**config.mk**
```make
export PLATFORM = sky130hd
export DESIGN_NAME = loading_sequencer_flat
export DESIGN_NICKNAME = d
export VERILOG_FILES = /design/src/rtl/screen_pkg.sv /design/src/rtl/loading_sequencer_if.sv /design/src/rtl/tick_divider.sv /design/src/rtl/loading_sequencer.sv /design/src/flat_wrapper.sv
export SDC_FILE = /design/constraint.sdc
export NUM_CORES = 1
export LEC_CHECK = 0
export ABC_AREA = 1
export CAP_MARGIN = 10
export CORE_MARGIN = 5
export CORE_UTILIZATION = 60
export CTS_BUF_LIST = sky130_fd_sc_hd__clkbuf_4 sky130_fd_sc_hd__clkbuf_8 sky130_fd_sc_hd__clkbuf_16
export CTS_CLUSTER_SIZE = 25
export DETAILED_ROUTE_END_ITERATION = 12
export PLACE_DENSITY = 0.79
export SETUP_SLACK_MARGIN = 0.4
export SLEW_MARGIN = 20
export SYNTH_ARGS = -nofsm -noshare
export SYNTH_HDL_FRONTEND = slang
export SYNTH_HIERARCHICAL = 1
export SYNTH_SLANG_ARGS = --single-unit
```
**constraint.sdc**
```tcl
create_clock -name clk -period 5.2 [get_ports clk]
set_input_delay 1.04 -clock clk [delete_from_list [all_inputs] [get_ports clk]]
set_output_delay 1.04 -clock clk [all_outputs]
set_load 0.05 [all_outputs]
```
**src/rtl/screen_pkg.sv**
```systemverilog
// Shared screen definitions for the OLED front end.
// Holds the 4-bit screen codes, the loading sequencer FSM state type and the
// geometry of the loading bar drawn by the pixel generator.
package screen_pkg;

    // Screen codes driven on the top-level screen bus
    localparam logic [3:0] SCR_MENU     = 4'b0000;
    localparam logic [3:0] SCR_SETTINGS = 4'b0001;
    localparam logic [3:0] SCR_GAME     = 4'b0010;
    localparam logic [3:0] SCR_SCORES   = 4'b0011;
    localparam logic [3:0] SCR_LOADING  = 4'b0110;

    typedef enum logic [1:0] {
        StIdle,
        StLoad,
        StHold,
        StDone
    } seq_state_e;

    // loading_bar_geom: bar starts at X=15 and covers rows 30..37
    localparam int unsigned BAR_ORIGIN_X = 15;
    localparam int unsigned BAR_Y_TOP    = 30;
    localparam int unsigned BAR_Y_BOT    = 37;

endpackage

```
**src/rtl/loading_sequencer_if.sv**
```systemverilog
// Handshake/status bundle between the top-level screen logic (master) and the
// loading sequencer (slave).
//   start/target/skip : requests from the screen logic
//   screen            : current screen code
//   reveal/bar_len    : animation counters for the loading-screen renderer
//   busy/done         : sequencer status, done is a one-cycle hand-off pulse
interface loading_sequencer_if;
    logic       start;
    logic [3:0] target;
    logic       skip;
    logic [3:0] screen;
    logic [3:0] reveal;
    logic [5:0] bar_len;
    logic       busy;
    logic       done;

    modport master (
        output start, target, skip,
        input  screen, reveal, bar_len, busy, done
    );

    modport slave (
        input  start, target, skip,
        output screen, reveal, bar_len, busy, done
    );
endinterface

```
**src/rtl/tick_divider.sv**
```systemverilog
// Animation tick prescaler.
//   clk, reset : clock and synchronous active-high reset
//   clear      : forces the count back to 0
//   en         : count enable
//   tick       : one-cycle pulse while enabled and the count is at DIV-1
module tick_divider #(
    parameter int unsigned DIV = 625_000
) (
    input  logic clk,
    input  logic reset,
    input  logic clear,
    input  logic en,
    output logic tick
);
    localparam int unsigned CntW = (DIV > 1) ? $clog2(DIV) : 1;
    localparam logic [CntW-1:0] CntLast = CntW'(DIV - 1);

    logic [CntW-1:0] cnt_q;

    assign tick = en && (cnt_q == CntLast);

    always_ff @(posedge clk) begin
        if (reset || clear) begin
            cnt_q <= '0;
        end else if (en) begin
            cnt_q <= (cnt_q == CntLast) ? '0 : cnt_q + 1'b1;
        end
    end
endmodule

```
**src/rtl/loading_sequencer.sv**
```systemverilog
// Loading-screen sequencer. Accepts a start request, shows the loading screen
// while stepping the letter-reveal and progress-bar counters on the animation
// tick, holds the full bar for a while, then switches to the requested screen.
//   clk, reset : clock and synchronous active-high reset
//   bus        : loading_sequencer_if.slave (requests in, screen/counters/status out)
module loading_sequencer
    import screen_pkg::*;
#(
    parameter int unsigned TICK_DIV   = 625_000,
    parameter int unsigned REVEAL_MAX = 9,
    parameter int unsigned BAR_STEP   = 12,
    parameter int unsigned BAR_MAX    = 60,
    parameter int unsigned HOLD_TICKS = 5
) (
    input logic                clk,
    input logic                reset,
    loading_sequencer_if.slave bus
);
    localparam int unsigned HoldW     = (HOLD_TICKS > 1) ? $clog2(HOLD_TICKS) : 1;
    localparam logic [3:0]  RevealMax = 4'(REVEAL_MAX);
    localparam logic [5:0]  BarStep   = 6'(BAR_STEP);
    localparam logic [5:0]  BarMax    = 6'(BAR_MAX);
    localparam logic [HoldW-1:0] HoldLast = HoldW'(HOLD_TICKS - 1);

    seq_state_e       state_q;
    logic [3:0]       target_q;
    logic [3:0]       screen_q;
    logic [3:0]       reveal_q;
    logic [5:0]       bar_q;
    logic [HoldW-1:0] hold_q;
    logic             busy_q;
    logic             done_q;

    logic       running;
    logic       idle;
    logic       tick;
    logic [3:0] reveal_nxt;
    logic [5:0] bar_sum;
    logic       grow;
    logic       go_done;

    assign running    = (state_q == StLoad) || (state_q == StHold);
    assign idle       = (state_q == StIdle);
    assign reveal_nxt = (reveal_q == RevealMax) ? 4'd0 : reveal_q + 4'd1;
    assign bar_sum    = bar_q + BarStep;
    // Bar grows on the tick that leaves a reveal step of the form 5k+4
    assign grow       = ((reveal_q % 4'd5) == 4'd4) && (bar_q < BarMax);
    // Skip takes priority over any tick in the same cycle
    assign go_done    = running &&
                        (bus.skip || ((state_q == StHold) && tick && (hold_q == HoldLast)));

    tick_divider #(
        .DIV (TICK_DIV)
    ) u_tick_divider (
        .clk   (clk),
        .reset (reset),
        .clear (idle),
        .en    (running),
        .tick  (tick)
    );

    always_ff @(posedge clk) begin
        if (reset) begin
            state_q  <= StIdle;
            target_q <= SCR_MENU;
            screen_q <= SCR_MENU;
            reveal_q <= '0;
            bar_q    <= '0;
            hold_q   <= '0;
            busy_q   <= 1'b0;
            done_q   <= 1'b0;
        end else if (go_done) begin
            state_q  <= StDone;
            screen_q <= target_q;
            reveal_q <= '0;
            bar_q    <= '0;
            done_q   <= 1'b1;
        end else begin
            unique case (state_q)
                StIdle: begin
                    if (bus.start) begin
                        state_q  <= StLoad;
                        target_q <= bus.target;
                        screen_q <= SCR_LOADING;
                        reveal_q <= '0;
                        bar_q    <= '0;
                        hold_q   <= '0;
                        busy_q   <= 1'b1;
                    end
                end
                StLoad: begin
                    if (tick) begin
                        reveal_q <= reveal_nxt;
                        if (grow) begin
                            bar_q <= bar_sum;
                            if (bar_sum == BarMax) begin
                                state_q <= StHold;
                            end
                        end
                    end
                end
                StHold: begin
                    if (tick) begin
                        reveal_q <= reveal_nxt;
                        hold_q   <= hold_q + 1'b1;
                    end
                end
                StDone: begin
                    state_q <= StIdle;
                    busy_q  <= 1'b0;
                    done_q  <= 1'b0;
                end
                default: state_q <= StIdle;
            endcase
        end
    end

    assign bus.screen  = screen_q;
    assign bus.reveal  = reveal_q;
    assign bus.bar_len = bar_q;
    assign bus.busy    = busy_q;
    assign bus.done    = done_q;
endmodule

```
**src/flat_wrapper.sv**
```systemverilog
// flat-port wrapper written by rule: the top's interface ports become plain ports
module loading_sequencer_flat import screen_pkg::*;
#(
    parameter int unsigned TICK_DIV   = 625_000,
    parameter int unsigned REVEAL_MAX = 9,
    parameter int unsigned BAR_STEP   = 12,
    parameter int unsigned BAR_MAX    = 60,
    parameter int unsigned HOLD_TICKS = 5
)
  (clk, reset, bus_start, bus_target, bus_skip, bus_screen, bus_reveal, bus_bar_len, bus_busy, bus_done);
  loading_sequencer_if bus_i ();
  input logic clk;
  input logic reset;
  input wire logic [$bits(bus_i.start)-1:0] bus_start;
  input wire logic [$bits(bus_i.target)-1:0] bus_target;
  input wire logic [$bits(bus_i.skip)-1:0] bus_skip;
  output wire logic [$bits(bus_i.screen)-1:0] bus_screen;
  output wire logic [$bits(bus_i.reveal)-1:0] bus_reveal;
  output wire logic [$bits(bus_i.bar_len)-1:0] bus_bar_len;
  output wire logic [$bits(bus_i.busy)-1:0] bus_busy;
  output wire logic [$bits(bus_i.done)-1:0] bus_done;
  assign bus_i.start = bus_start;
  assign bus_i.target = bus_target;
  assign bus_i.skip = bus_skip;
  assign bus_screen = bus_i.screen;
  assign bus_reveal = bus_i.reveal;
  assign bus_bar_len = bus_i.bar_len;
  assign bus_busy = bus_i.busy;
  assign bus_done = bus_i.done;
  loading_sequencer #(.TICK_DIV(TICK_DIV), .REVEAL_MAX(REVEAL_MAX), .BAR_STEP(BAR_STEP), .BAR_MAX(BAR_MAX), .HOLD_TICKS(HOLD_TICKS)) u_core (.clk(clk), .reset(reset), .bus(bus_i));
endmodule
```
## Word level (Yosys, flattened, before mapping)

Cells that the tools add are included.
Widths: inputs -> output; s select.

- Flip-flop bits (word level): 45
- Input port bits: 8

- $add $sub $neg: 4
- Div/mod/pow operators: 1
- Order comparisons: 1
- Equality and inequality tests: 17
- Muxes and demuxes: 25
- Bitwise logic cells: 1
- Reduce and logical (&&, ||, !) cells: 26

Operator list:

| cell | count |
|---|---|
| $mux 4 | 6 |
| $add 20x1->20 const B | 1 |
| $eq 20x20->1 const B | 1 |
| $mux 20 | 1 |
| $mux 6 | 3 |
| $reduce_bool 2->1 | 7 |
| $pmux 6 s2 | 1 |
| $mux 2 | 5 |
| $reduce_and 3->1 | 3 |
| $ne 2x1->1 const B | 4 |
| $pmux 4 s2 | 1 |
| $reduce_and 4->1 | 2 |
| $add 6x4->6 const B | 1 |
| $eq 6x6->1 const B | 1 |
| $lt 6x6->1 const B | 1 |
| $mux 3 | 2 |
| $ne 3x1->1 const B | 2 |
| $ne 3x2->1 const B | 2 |
| $pmux 2 s3 | 1 |
| $pmux 3 s2 | 1 |
| $logic_and 1x1->1 | 5 |
| $reduce_and 5->1 | 1 |
| $add 4x1->4 const B | 1 |
| $eq 2x2->1 const B | 2 |
| 15 further kinds | 20 |

## Logic depth before layout (Yosys ltp)

- Word-level depth: 9
- Mapped depth: 17
- Mapped depth without buffers: 16

## Hierarchy

Netlist, hierarchy kept.

By module, submodules not included:

| module | instances | cells an instance | area each (sq um) | sequential area each (sq um) |
|---|---|---|---|---|
| loading_sequencer | 1 | 205 | 1,381.3 | 460.4 |
| tick_divider | 1 | 184 | 1,164.9 | 400.4 |

## Least setup slack after synthesis

Ideal clock, no wire load.

- Path kind: register to register
- From: register u_core.reveal_q[2], in the netlist u_core/bus.reveal[2]
- To: register u_core.bar_q[5], in the netlist u_core/bus.bar_len[5]
- Library setup time: 0.115 ns
- Arrival: 2.275 ns
- Slack: 2.810 ns
- Stages on the path, launching flop included: 17
- Buffers on the path: 1
- Clock period less this slack: 2.390 ns
- Cells stage by stage: dfxtp_1 > buf_4 > inv_1 > ha_1 > nor2_1 > a21oi_1 > xor2_1 > ha_1 > nand2_1 > nand2_1 > nand2_1 > o21ai_2 > nand2_2 > inv_2 > nand2_1 > nand2_1 > nor2_1

- Cells in the longest elaborated chain, start to end: 5

Ends and longest elaborated chain:

| item | line | RTL |
|---|---|---|
| start, declared | loading_sequencer.sv:28 | `logic [3:0] reveal_q;` |
| start signal, assigned | loading_sequencer.sv:93 | `reveal_q <= reveal_nxt;` |
| start signal, assigned | loading_sequencer.sv:104 | `reveal_q <= reveal_nxt;` |
| $mod 4x3->4 | loading_sequencer.sv:47 | `assign grow = ((reveal_q % 4'd5) == 4'd4) && (bar_q < BarMax);` |
| $eq 4x3->1 | loading_sequencer.sv:47 |  |
| $logic_and 1x1->1 | loading_sequencer.sv:47 |  |
| $ne 2x1->1 (no source line) | -- |  |
| $reduce_and 4->1 (no source line) | -- |  |
| end signal, assigned | loading_sequencer.sv:95 | `bar_q <= bar_sum;` |
| end, declared | loading_sequencer.sv:29 | `logic [5:0] bar_q;` |

No other way between the ends.
A chain may end at the register's enable or synchronous reset.

## Worst setup path in the final report

- From: register u_core.reveal_q[2], in the netlist u_core/bus.reveal[2]
- To: output port bus_reveal[2]

RTL lines:

| item | line | RTL |
|---|---|---|
| end, declared | flat_wrapper.sv:18 | `output wire logic [$bits(bus_i.reveal)-1:0] bus_reveal;` |

No word-level cell between the ends.

==> run metrics <==
LEAKAGE 1.20 nW; Tcrit/Tclk final 0.525; Max Root-Sink Buffers 2; # hold bufs at CTS 0; Critical-path top delay cell clkdlybuf4s50_1; WP buf/inv 1; CP max stage delay 870 ps; total negative setup slack 0 ps; largest net degree at the start of global routing 15; WL per Instance 11.3 um; Gate Count Post-Synth 389; total track usage 0.212; CP max FO 9; leading post-synthesis cells by cell area dfxtp_1 (34%), nand2_1 (14%), nor2_1 (10%); Post-Syn Area 2550 um^2; fin cells 463; Final Hold Fails 0; HPWL after DPL 4010 um; die width 75.1 um; top cells by count, synth nand2_1 (93), nor2_1 (68), inv_1 (52); # DRC 0; routability cong. 0.821; status finished, final reports clean; # IOs 24; Cell Chain, Critical Path clkdlybuf4s50_1; Detail Route Antenna Nets 0; CP required 4160 ps; Max Cap Viol 0; Top delay family on crit path buffers and inverters; Clock Latency Late Sink 300 ps; # diodes 0; Reg area 861 um^2; min Tclk post-route 2730 ps; CTS root buf clkbuf_8; WS Path Type register to output port; Least-Margin Pin Slew 513 ps; Startpoint Class register; setup violators final 0; Yosys Warn Count 6; worst hold stages 2; clock transition at the registers of the reported paths 80 ps; Worst EP arrival 1690 ps; # rows 23; Worst Hold Class register to register; Slew HR 0.657; CTS Buf Count 5; final net count 434; f_max 366 MHz; Cell variety after synth 29; first-pass GRT wire length 9390 um; register area share after synthesis 0.338; vias per cell 4.99; largest area contributor in the netlist dfxtp_1; Cell Pwr Density 405 nW/um^2; initial antenna violation count 0; WHS 476 ps; syn_area_per_cell 6.55 um^2; Synth Flop Type dfxtp_1; die area 5650 um^2; Post-CTS Setup Repair Bufs 0; P&R area growth vs syn 12.5%; dpl cells 455; post-route setup slack 2470 ps; vias in the first global route 2198; Post-synth EDFFs 0; most frequent cell after synthesis nand2_1; Slew Viols, Final 0; clock skew 6.29 ps; PostCTS Resize Cnt 0; grt total ovfl 0; Worst Setup End Kind output port; H-tree depth 2; fill count 371; worst vdd ir 0.355 mV; multi-input logic area 1420 um^2; Async SR Flop Fraction 0; core region area 4060 um^2; Die Height 75.1 um; Synth Register Bits 43; vias 2310; Pre-Repair DR Iteration Count 4; share of the synthesized area in the top cell type 0.338; CP Depth 1; layout cells sized above 1 0.0702; initial cell density of the core 0.628; Port-buffer cells 21; Detailed Route Iter0 Violations 126; CTS tree yes; FF-to-FF path depth 14; Routed WL 5240 um; clock sinks 43; Place WS 2530 ps; RSZ-0062 raised after global routing no
## worst paths after layout
path	from	endpoint	slack, ps
setup reg to reg	u_core/state_q[0]	u_core/bus.busy	2490
hold reg to reg	u_core/u_tick_divider/cnt_q[18]	u_core/u_tick_divider/cnt_q[18]	480
setup / recovery	u_core/bus.reveal[2]	bus_reveal[2]	2470
hold / removal	u_core/u_tick_divider/cnt_q[18]	u_core/u_tick_divider/cnt_q[18]	480
## state kept, by name, summed over array words and instances, names as in the netlist
register and cells:
u_core/target_q 4, u_core/state_q 2, u_core/hold_q 3, u_core/bus.busy 1
u_core/bus.done 1, u_core/u_tick_divider/cnt_q 20, u_core/bus.screen 4, u_core/bus.bar_len 4
u_core/bus.reveal 4
## cells in the final DEF, fill, tap and decap left out, drive strengths merged, types with 3 or more instances in the layout
cell type	synthesis	layout
a21oi	20	20
clkbuf	1	5
clkdlybuf4s50	0	21
dfxtp	43	43
ha	14	14
inv	58	58
nand2	100	100
nand3	27	27
nand4	7	7
nor2	75	75
nor3	3	3
o21ai	15	15
xnor2	5	5
xor2	6	6
## power by group
part	switching (mW)	total, mW	internal [mW]	leakage (nW)
logic	0.372	0.537	0.165	0.813
registers	0.0378	0.413	0.375	0.349
clock network	0.117	0.210	0.0934	0.0402
total	0.527	1.16	0.633	1.20
## final cells by class
cell class | instances | share of cell area
sequential | 43 | 0.301
tap | 50 | 0.0218
clock buffer | 5 | 0.0240
inverter | 59 | 0.0773
timing repair buffer | 21 | 0.0734
multi-input combinational | 282 | 0.496
clock inverter | 3 | 0.00699
## cells by family (layout without fill, tap and decap cells)
group	after synthesis	count (layout)	share of synthesized area
XOR/XNOR	11	11	0.0378
multiplexers	1	1	0.00393
other	1	2	0.00147
adder cells (fa/ha/maj)	14	14	0.0688
AND/OR/NAND/NOR	213	213	0.357
AO/OA/AOI/OAI	41	41	0.0875
flip-flops	43	43	0.338
buffers and inverters	65	88	0.106
## per-layer routing
layer / share of wire / wire length, um / track usage
met1: 0.48 / 2490 / 0.268
met2: 0.48 / 2510 / 0.367
met3: 0.033 / 174 / 0.0414
met4: 0.013 / 67 / 0.0583
met5: 0 / 0 / 0
## metrics by stage
step | util | total power, mW | instance area, um^2
6_report | 0.706 | 1.16 | 2860
5_1_grt | 0.706 | 1.26 | 2860
4_1_cts | 0.706 | 1.17 | 2860
3_5_place_dp | 0.684 | 0.953 | 2780
3_3_place_gp | 0.684 | 0.944 | 2780
2_1_floorplan | - | 0.838 | 2550
Power figures use the tool's default switching activity.
